<file path="config.mk">
export PLATFORM = sky130hd
export DESIGN_NAME = scanner_handler_array
export DESIGN_NICKNAME = d
export VERILOG_FILES = /design/src/rtl/scanner_handler_array.sv
export SDC_FILE = /design/constraint.sdc
export NUM_CORES = 1
export LEC_CHECK = 0
export CAP_MARGIN = 5
export CORE_UTILIZATION = 25
export DETAILED_ROUTE_END_ITERATION = 8
export PLACE_DENSITY_LB_ADDON = 0.1
export SLEW_MARGIN = 10
export SYNTH_ARGS = -nofsm -noshare
export SYNTH_HDL_FRONTEND = slang
export SYNTH_SLANG_ARGS = --single-unit
export TNS_END_PERCENT = 5
</file>
<file path="constraint.sdc">
create_clock -name clk -period 3.05 [get_ports clk]
set_input_delay 0.4575 -clock clk [delete_from_list [all_inputs] [get_ports clk]]
set_output_delay 0.4575 -clock clk [all_outputs]
set_load 0.005 [all_outputs]
</file>
<file path="src/rtl/scanner_handler_array.sv">
// scanner_handler_array: NUM_CH independent loader-handler channels.
// Each channel accepts level load/unload commands, runs a programmable move
// latency and reports ready/busy/done/abort/fault/op status.
// Optional feature macro: SCANNER_HANDLER_WDOG_EN adds a READY hold watchdog
// that faults a channel whose host has not released it within WDOG_CYC cycles.
module scanner_handler_array #(
    parameter int NUM_CH   = 2,
    parameter int TIMER_W  = 4,
    parameter int WDOG_CYC = 255
) (
    input  logic                        clk,
    input  logic                        reset,
    input  logic [NUM_CH-1:0]           cmd_load,
    input  logic [NUM_CH-1:0]           cmd_unload,
    input  logic [NUM_CH*TIMER_W-1:0]   lat_cfg,
    input  logic [NUM_CH-1:0]           fault_clr,
    output logic [NUM_CH-1:0]           ready,
    output logic [NUM_CH-1:0]           busy,
    output logic [NUM_CH-1:0]           done,
    output logic [NUM_CH-1:0]           abort,
    output logic [NUM_CH-1:0]           fault,
    output logic [NUM_CH-1:0]           op_unload
);

    typedef enum logic [1:0] {
        IDLE  = 2'd0,
        MOVE  = 2'd1,
        READY = 2'd2,
        FAULT = 2'd3
    } stateT;

    // The hold counter is 8 bits wide, so the limit must fit in it.
    if (WDOG_CYC < 1 || WDOG_CYC > 255) begin : gWdogRangeCheck
        $error("WDOG_CYC must be in the range 1..255");
    end

    stateT               state_q    [NUM_CH];
    stateT               state_d    [NUM_CH];
    logic [TIMER_W-1:0]  timer_q    [NUM_CH];
    logic [TIMER_W-1:0]  timer_d    [NUM_CH];
    logic [TIMER_W-1:0]  lat_q      [NUM_CH];
    logic [TIMER_W-1:0]  lat_d      [NUM_CH];
    logic [TIMER_W-1:0]  latField   [NUM_CH];
    logic [NUM_CH-1:0]   opUnload_q;
    logic [NUM_CH-1:0]   opUnload_d;
    logic [NUM_CH-1:0]   done_q;
    logic [NUM_CH-1:0]   done_d;
    logic [NUM_CH-1:0]   abort_q;
    logic [NUM_CH-1:0]   abort_d;
    logic [NUM_CH-1:0]   reqVec;
    logic [NUM_CH-1:0]   conflictVec;
`ifdef SCANNER_HANDLER_WDOG_EN
    localparam logic [7:0] WdogLimit = 8'(WDOG_CYC - 1);
    logic [7:0]          holdCnt_q  [NUM_CH];
    logic [7:0]          holdCnt_d  [NUM_CH];
`endif

    // A channel requests a move when exactly one command is set; both set is a conflict.
    assign reqVec      = cmd_load ^ cmd_unload;
    assign conflictVec = cmd_load & cmd_unload;

    for (genvar g = 0; g < NUM_CH; g++) begin : gLatField
        assign latField[g] = lat_cfg[g*TIMER_W +: TIMER_W];
    end

    // Per-channel next-state logic; the pulses default low and are set only on
    // the transitions that report them.
    always_comb begin
        for (int ch = 0; ch < NUM_CH; ch++) begin
            state_d[ch]    = state_q[ch];
            timer_d[ch]    = timer_q[ch];
            lat_d[ch]      = lat_q[ch];
            opUnload_d[ch] = opUnload_q[ch];
            done_d[ch]     = 1'b0;
            abort_d[ch]    = 1'b0;

            unique case (state_q[ch])
                IDLE: begin
                    if (conflictVec[ch]) begin
                        state_d[ch] = FAULT;
                    end else if (reqVec[ch]) begin
                        state_d[ch]    = MOVE;
                        opUnload_d[ch] = cmd_unload[ch];
                        lat_d[ch]      = (latField[ch] == '0) ? TIMER_W'(1) : latField[ch];
                        timer_d[ch]    = TIMER_W'(1);
                    end
                end
                MOVE: begin
                    if (conflictVec[ch]) begin
                        state_d[ch] = FAULT;
                        abort_d[ch] = 1'b1;
                    end else if (!reqVec[ch] || (cmd_unload[ch] != opUnload_q[ch])) begin
                        state_d[ch] = IDLE;
                        abort_d[ch] = 1'b1;
                    end else if (timer_q[ch] == lat_q[ch]) begin
                        state_d[ch] = READY;
                        done_d[ch]  = 1'b1;
                    end else begin
                        timer_d[ch] = timer_q[ch] + TIMER_W'(1);
                    end
                end
                READY: begin
                    if (conflictVec[ch]) begin
                        state_d[ch] = FAULT;
                    end else if (!reqVec[ch] || (cmd_unload[ch] != opUnload_q[ch])) begin
                        state_d[ch] = IDLE;
`ifdef SCANNER_HANDLER_WDOG_EN
                    end else if (holdCnt_q[ch] == WdogLimit) begin
                        state_d[ch] = FAULT;
`endif
                    end
                end
                FAULT: begin
                    if (fault_clr[ch] && !cmd_load[ch] && !cmd_unload[ch]) begin
                        state_d[ch] = IDLE;
                    end
                end
                default: begin
                    state_d[ch] = IDLE;
                end
            endcase

`ifdef SCANNER_HANDLER_WDOG_EN
            holdCnt_d[ch] = ((state_q[ch] == READY) && (state_d[ch] == READY))
                            ? holdCnt_q[ch] + 8'd1 : 8'd0;
`endif
        end
    end

    // Channel registers; reset returns everything to IDLE with no pulses.
    always_ff @(posedge clk) begin
        if (reset) begin
            for (int ch = 0; ch < NUM_CH; ch++) begin
                state_q[ch] <= IDLE;
                timer_q[ch] <= '0;
                lat_q[ch]   <= '0;
`ifdef SCANNER_HANDLER_WDOG_EN
                holdCnt_q[ch] <= '0;
`endif
            end
            opUnload_q <= '0;
            done_q     <= '0;
            abort_q    <= '0;
        end else begin
            for (int ch = 0; ch < NUM_CH; ch++) begin
                state_q[ch] <= state_d[ch];
                timer_q[ch] <= timer_d[ch];
                lat_q[ch]   <= lat_d[ch];
`ifdef SCANNER_HANDLER_WDOG_EN
                holdCnt_q[ch] <= holdCnt_d[ch];
`endif
            end
            opUnload_q <= opUnload_d;
            done_q     <= done_d;
            abort_q    <= abort_d;
        end
    end

    // Status flags are plain decodes of the registered channel state.
    always_comb begin
        ready = '0;
        busy  = '0;
        fault = '0;
        for (int ch = 0; ch < NUM_CH; ch++) begin
            ready[ch] = (state_q[ch] == READY);
            busy[ch]  = (state_q[ch] == MOVE);
            fault[ch] = (state_q[ch] == FAULT);
        end
    end

    assign done      = done_q;
    assign abort     = abort_q;
    assign op_unload = opUnload_q;

endmodule

</file>
# Word-level counts from Yosys, hierarchy flattened
# Memories as Yosys holds them, arrays and structs flattened.
# Index checks and enable logic that the tools add are counted.
[classes] n_addsub=2 bitwise=12 mux=53 eq_ne=10 n_reduce_logical=22
[ops] cell="two-way mux 4 bit" n=22
[ops] cell="two-way mux 2 bit" n=18
[ops] cell="case mux 2 bit (4 select lines)" n=2
[ops] cell="case mux 4 bit (2 select lines)" n=2
[ops] cell="two-way mux 1 bit" n=9
[ops] cell="adder 4 x 1 -> 4 bit (second input constant)" n=2
[ops] cell="equality test 2 bit (second input constant)" n=4
[ops] cell="equality test 4 bit" n=2
[ops] cell="zero test 4 bit" n=2
[ops] cell="OR reduction 4 bit" n=2
[ops] cell="zero test 1 bit" n=6
[ops] cell="OR 1 bit" n=6
[ops] cell="AND reduction 3 bit" n=2
[ops] cell="equality test 2 x 1 -> 1 bit (second input constant)" n=2
[ops] cell="logical AND 1 bit" n=4
[ops] cell="zero test 2 bit" n=2
[ops] cell="inverter 1 bit" n=4
[ops] cell="OR reduction 2 bit" n=2
[ops] cell="AND 2 bit" n=1
[ops] cell="logical OR 1 bit" n=2
[ops] cell="!= test 1 bit" n=2
[ops] cell="XOR 2 bit" n=1
[word_totals] out_inout_bits=12 input_bits=16 ff_bits=6 n_memories=3 ram_bits=20 word_cells=108
[mem_list] name="lat_q" depth=2 word_bits=4 read_ports=2 rd_ports_with_merged_regs=0 wr=2 line_no="41" source="logic [TIMER_W-1:0] lat_q [NUM_CH];"
[mem_list] name="timer_q" depth=2 word_bits=4 read_ports=2 rd_ports_with_merged_regs=0 wr=2 line_no="39" source="logic [TIMER_W-1:0] timer_q [NUM_CH];"
[mem_list] name="state_q" depth=2 word_bits=2 read_ports=2 rd_ports_with_merged_regs=0 wr=2 line_no="37" source="stateT state_q [NUM_CH];"

# Logic depth before layout (Yosys ltp)
# Gate-level depths: netlist of run 1.
[depth] word_depth=7 depth_mapped=6 ltp_nobuf=6

# Worst setup path before layout of run 1
# Ideal clock, no wire load.
[synth_timing] path_type="in2reg" from="in cmd_load[0]" to="mem state_q[0][0] (netlist name)" arrival_time_ps=1836 path_stages=6 n_path_buf=1 setup_ps=121 slack_ps=1093 required_ps=2929 cell_sequence="ha_1 -> buf_6 -> and2b_1 -> and3_2 -> a211oi_4 -> mux2_4"
[synth_lines] element="start, declared" line_no="13" source="input logic [NUM_CH-1:0] cmd_load,"
[synth_lines] element="end, declared" line_no="37"

==> reports/qor.yml, run 1 <==
routing:
  via_per_inst: 4.867
  num_vias: 1353
  finalWirelength_mm: 3.729
  drt_iter0_drc: 33
  antenna_left: 0
  dr.pass1.iters: 5
  post_drt_wl_per_cell_microns: 13.41
  drc: 0
clock_network:
  cts_root_buf: "clkbuf_8"
  cts_buffers: 3
  cts_resized: 0
  htree_levels: 1
  cts_buffer_depth: 2
  cts.hold.buffers_added: 0
  numClockSinks: 26
  clk_pin_slew_ps: 90
  tritoncts: "built"
  post_cts_buffers: 0
  clk_latency_ps: 270
yosys:
  ys_warn_count: 0
  synth_cells: 176
  syn-cell-area_sq_um: 1559
  ys_seq_area_share_pct: 33.39
  synth.avg_cell_area_sq_um: 8.858
  syn_nets: 206
  ys_ff_latch: 26
  yosysUniqueCellTypes: 44
layout:
  mostFrequentLayoutCells: "27 x clkdlybuf4s50_1, 26 x dfxtp_1, 18 x nand2_1"
  final_common_cell: "clkdlybuf4s50_1"
  nNetsFinal: 234
  area_growth_pct: 26.48
  finish.utilization_pct: 33.11
  fillers: 642
  drive_above_1_share_pct: 5.911
  n_antenna_cell: 0
floorplanning:
  die_h_microns: 80.97
  dieArea_sq_um: 6556
  core-area_sq_um: 5956
  initial_core_util_pct: 26.18
  rows: 28
  die_x_microns: 80.97
  io_pins: 28
placement:
  dp_hpwl_mm: 2.901
  port_buffers: 27
  place.gp.congestion: 0.7813
  dp_slack_ps: 492.0
sta:
  rsz0062_at_grt: "no"
  slew_violations: 0
  setup_ws_ps: 786.1
  finClkSkew_ps: 2.230
  hold_slack_ps: 483.1
  setup_violations: 0
  max-slew-margin-rel_pct: 73.11
  finalHoldViolations: 0
  post-route-min-period_ps: 2264
  tns_ps: 0
  tightestPinTransition_ps: 403.0
  fin_crit_sh_pct: 74.23
  fmax_mhz: 441.7
setup_path:
  cp-end-kind: "flop"
  path_cells: "clkdlybuf4s50_1 > ha_1 > and2b_1 > and3_2 > a211oi_4 > mux2_4"
  cp_top_family: "buffers and inverters"
  worstPathRequired_ps: 3210
  crit_buf_inv: 1
  worst-path-max-fanout: 8
  start_kind: "input port"
  worst_path_max_delay_cell: "clkdlybuf4s50_1"
  cp.arrival_ps: 2430
  cpPeakStageDelay_ps: 500
  crit_type: "in -> reg"
grt:
  antenna_found_initial: 0
  top_usage_layer: "met2"
  use_met3_pct: 2.022
  grt-ovfl-total: 0
  grtUsageMet2_pct: 22.52
  met1_usage_pct: 13.36
  grt_max_degree: 24
  grt_pass1_wl_mm: 6.065
  track_usage_pct: 12.16
  grt_pass1_vias: 1322
flow_run:
  maxCapViolations: 0
power_and_ir_drop:
  leakagePower_uw: 0.0007672
  power_per_cell_area_nw_per_um2: 682.8
  max-vdd-ir-drop_mv: 0.2051
worst_hold_path:
  hold_path_class: "reg -> reg"
outcome:
  status: "finished, final reports clean"
==> Yosys cell counts (all sizes together) <==
cell    count  area share (%)
and3b       1            0.56
nand2b      3             1.2
xnor2      10             6.1
clkbuf      2            0.48
a21o        1            0.48
inv         8             1.9
o32a        1            0.64
or3b        2             1.1
a311o       2             1.3
nor3b       3             1.4
and3        4             1.7
a211o       1            0.56
ha         14              11
and2b       2             1.0
nor2b       2            0.80
a21oi      16             5.1
mux2        2             1.7
and4        2             1.3
and2        2            0.80
nand2      18             4.3
o21ai       6             1.9
o31ai       1            0.48
and4b       1            0.64
nand4       2            0.80
or3         1            0.40
buf         3             1.4
mux2i       6             3.9
nor4        3             1.2
o211a       1            0.64
a221o       1            0.64
nor3       10             3.2
nor2        2            0.48
a211oi      3             2.2
dfxtp      26              33
nand3      14             4.8
==> path summary, 6_finish.rpt <==
check | start | to | slack (ps) | cells after the start
worst max-delay path | cmd_unload[0] | state_q[0][0] | 790 | 6
worst min-delay path | lat_q[0][1] | lat_q[0][1] | 480 | 2
worst max register to register | state_q[0][0] | timer_q[0][3] | 1190 | 6
worst min register to register | lat_q[0][1] | lat_q[0][1] | 480 | 2
==> metal layers <==
metal,part of all wire (%),vias to the layer above
li1,-,684
met1,42,640
met3,4.7,4
met4,1.3,0
met2,52,25
met5,0,-
==> per-stage QoR <==
step           total power (uW)  area, sq um  std cells
3_5_place_dp               1076         1901        274
6_report                   1346         1972        278
4_1_cts                    1371         1972        278
2_1_floorplan             873.2         1559        176
3_3_place_gp               1062         1901        274
5_1_grt                    1460         1972        278
==> area by class of cell <==
type / instances / area [sq um] / area share (%)
Inverter: 8 / 30.03 / 1.523
Clock inverter: 1 / 30.03 / 1.523
Timing Repair Buffer: 28 / 277.8 / 14.09
Tap cell: 75 / 93.84 / 4.759
Multi-Input combinational cell: 137 / 978.4 / 49.62
Sequential cell: 26 / 520.5 / 26.40
Clock buffer: 3 / 41.29 / 2.094
==> report_power, final <==
group	internal (uW)	switching (uW)	leakage, uW
Combinational	285	313	0.000519
Sequential	402	60.2	0.000213
Clock	175	111	0.0000357
Total	863	484	0.000767
==> state kept, by name (all words and copies together), names as in the netlist <==
register / flops
abort: 2
done: 2
lat_q: 8
op_unload: 2
state_q: 4
timer_q: 8
==> logic make-up (layout without fill, tap and decap cells) <==
kind of cell	after synthesis	after routing	share of synthesized area, %
compound gates	33	33	14.05
buf+inv	13	40	3.852
mux	8	8	5.538
fa+ha+maj	14	14	11.24
simple gates	72	72	25.84
xor+xnor	10	10	6.100
flops	26	26	33.39
==> worst reg2reg max path: stages, from the launching register on <==
cell and delay (ps):
dfxtp_1 350, inv_1 130, ha_1 290, nand2_1 200, nor3_1 270, a21oi_1 140
a311o_1 380
(Power assumes the default switching activity.)
==> run 2, diff against run 1 <==
==> constraint.sdc (replaced) <==
create_clock -name clk -period 2.25 [get_ports clk]
set_input_delay 0.3375 -clock clk [delete_from_list [all_inputs] [get_ports clk]]
set_output_delay 0.3375 -clock clk [all_outputs]
set_load 0.005 [all_outputs]
==> run 2 against run 1 <==
Non-clock buffer count increased by 15. Setup slack worse by 560 ps. First-iteration DRC count is 67% higher. Hold slack hardly changed. Largest cell class unchanged. Highest routed layer unchanged.
==> reports/qor.yml, run 2 (same netlist as run 1, synthesis figures left out) <==
sta:
  max-slew-margin-rel_pct: 71.28  # -1.8 points
  slew_violations: 0  # unchanged
  tns_ps: 0  # unchanged
  post-route-min-period_ps: 2022
  fin_crit_sh_pct: 89.85
  fmax_mhz: 494.7
  setup_violations: 0  # unchanged
  finalHoldViolations: 0  # unchanged
  finClkSkew_ps: 6.155  # +3.926 ps
  rsz0062_at_grt: "no"
  tightestPinTransition_ps: 430.4  # +27.38 ps
routing:
  dr.pass1.iters: 4  # -1
  finalWirelength_mm: 3.795  # +1.8%
  drc: 0  # unchanged
  antenna_left: 0  # unchanged
  num_vias: 1414  # +4.5%
  via_per_inst: 4.826  # -0.84%
  post_drt_wl_per_cell_microns: 12.95  # -3.4%
  drt_iter0_drc: 55  # +67%
power_and_ir_drop:
  power_per_cell_area_nw_per_um2: 901.0  # +32%
  max-vdd-ir-drop_mv: 0.2806  # +37%
  leakagePower_uw: 0.0008386  # +9.3%
grt:
  track_usage_pct: 12.86  # +0.70 points
  antenna_found_initial: 0  # unchanged
  grtUsageMet2_pct: 23.70  # +1.2 points
  grt_max_degree: 16  # -33%
  grt-ovfl-total: 0  # unchanged
  use_met3_pct: 1.798  # -0.22 points
  met1_usage_pct: 14.95  # +1.6 points
  top_usage_layer: "met2"
  grt_pass1_wl_mm: 6.582  # +8.5%
  grt_pass1_vias: 1454  # +10%
clock_network:
  clk_latency_ps: 270  # about the same
  cts_buffer_depth: 2  # unchanged
  numClockSinks: 26  # unchanged
  cts_buffers: 3  # unchanged
  cts_root_buf: "clkbuf_8"
  post_cts_buffers: 0  # unchanged
  tritoncts: "built"
  clk_pin_slew_ps: 100  # about the same
  cts_resized: 0  # unchanged
  htree_levels: 1  # unchanged
  cts.hold.buffers_added: 0  # unchanged
placement:
  place.gp.congestion: 0.7857  # +0.56%
  port_buffers: 27  # unchanged
  placed_area_sq_um: 2013  # +5.9%
  dp_hpwl_mm: 3.094  # +6.7%
layout:
  nNetsFinal: 249  # +6.4%
  reg.largest.list: "lat_q x8, timer_q x8, state_q x4"
  area_growth_pct: 33.71
  n_antenna_cell: 0  # unchanged
  fillers: 642  # unchanged
  finish.utilization_pct: 35.00  # +1.9 points
  drive_above_1_share_pct: 12.39  # +6.5 points
  mostFrequentLayoutCells: "27 x clkdlybuf4s50_1, 26 x dfxtp_1, 18 x nand2_1"
  final_area_sq_um: 2085  # +5.7%
  final_common_cell: "clkdlybuf4s50_1"
setup_path:
  cp.arrival_ps: 1680  # -750 ps
  start_kind: "flop"
  crit_type: "reg -> out"
  cp-end-kind: "primary output"
  worst-path-max-fanout: 10  # +2
  r2r_cells: 5  # -1
  worstPathRequired_ps: 1910  # -1300 ps
flow_run:
  maxCapViolations: 0  # unchanged
floorplanning:
  core-area_sq_um: 5956  # unchanged
  die_h_microns: 80.97  # unchanged
  rows: 28  # unchanged
  dieArea_sq_um: 6556  # unchanged
  io_pins: 28  # unchanged
  die_x_microns: 80.97  # unchanged
  initial_core_util_pct: 26.18  # unchanged
outcome:
  status: "finished, final reports clean"
worst_hold_path:
  whs_path_depth: 2  # unchanged
  hold_path_class: "reg -> reg"
[run 2: area by class of cell]
type	instances	area [sq um]	share of cell area, %
Clock buffer	3	41.29	1.981
Timing Repair Buffer	43	390.4	18.73
Sequential cell	26	520.5	24.97
Tap cell	75	93.84	4.502
Multi-Input combinational cell	137	978.4	46.94
Inverter	8	30.03	1.441
Clock inverter	1	30.03	1.441
[run 2: critical path: stages (launching register included)]
cell             delay [ps]
dfxtp_1                 360
inv_1                   110
ha_1                    370
clkdlybuf4s50_1         570
[run 2: worst paths after layout]
path | from | to | slack (ps)
setup / recovery | state_q[0][1] | busy[0] | 230
hold / removal | lat_q[0][3] | lat_q[0][3] | 480
setup reg to reg | state_q[0][1] | state_q[0][0] | 460
hold reg to reg | lat_q[0][3] | lat_q[0][3] | 480
[run 2: layer usage]
| metal | part of all wire (%) | vias to the layer above |
|---|---|---|
| met3 | 3.5 | 4 |
| li1 | - | 721 |
| met2 | 51 | 25 |
| met5 | 0 | - |
| met1 | 44 | 664 |
| met4 | 1.2 | 0 |
[run 2: through the flow]
step / std cells / hold slack [ps] / power [uW] / worst slack (ps)
after floorplan: 176 / 448.8 / 1184 / 413.2
after global placement: 289 / 470.9 / 1495 / 53.15
after detailed placement: 289 / 471.2 / 1507 / -3.899
after CTS: 293 / 488.5 / 1912 / 211.3
after global routing: 293 / 513.9 / 2036 / 117.0
final: 293 / 482.8 / 1878 / 228.4
[run 2: where the power goes]
group | internal, uW | switching, uW | leakage (uW)
registers | 546 | 80.2 | 0.000213
logic | 430 | 432 | 0.000590
clock network | 238 | 152 | 0.0000357
==> run 3, diff against run 2 <==
--- a/config.mk
+++ b/config.mk
@@ -13,4 +13,4 @@
 export SYNTH_ARGS = -nofsm -noshare
 export SYNTH_HDL_FRONTEND = slang
 export SYNTH_SLANG_ARGS = --single-unit
-export TNS_END_PERCENT = 5
+export TNS_END_PERCENT = 100
==> results of run 3 <==
The final DEF is identical to that of run 2; final timing and power are the same.
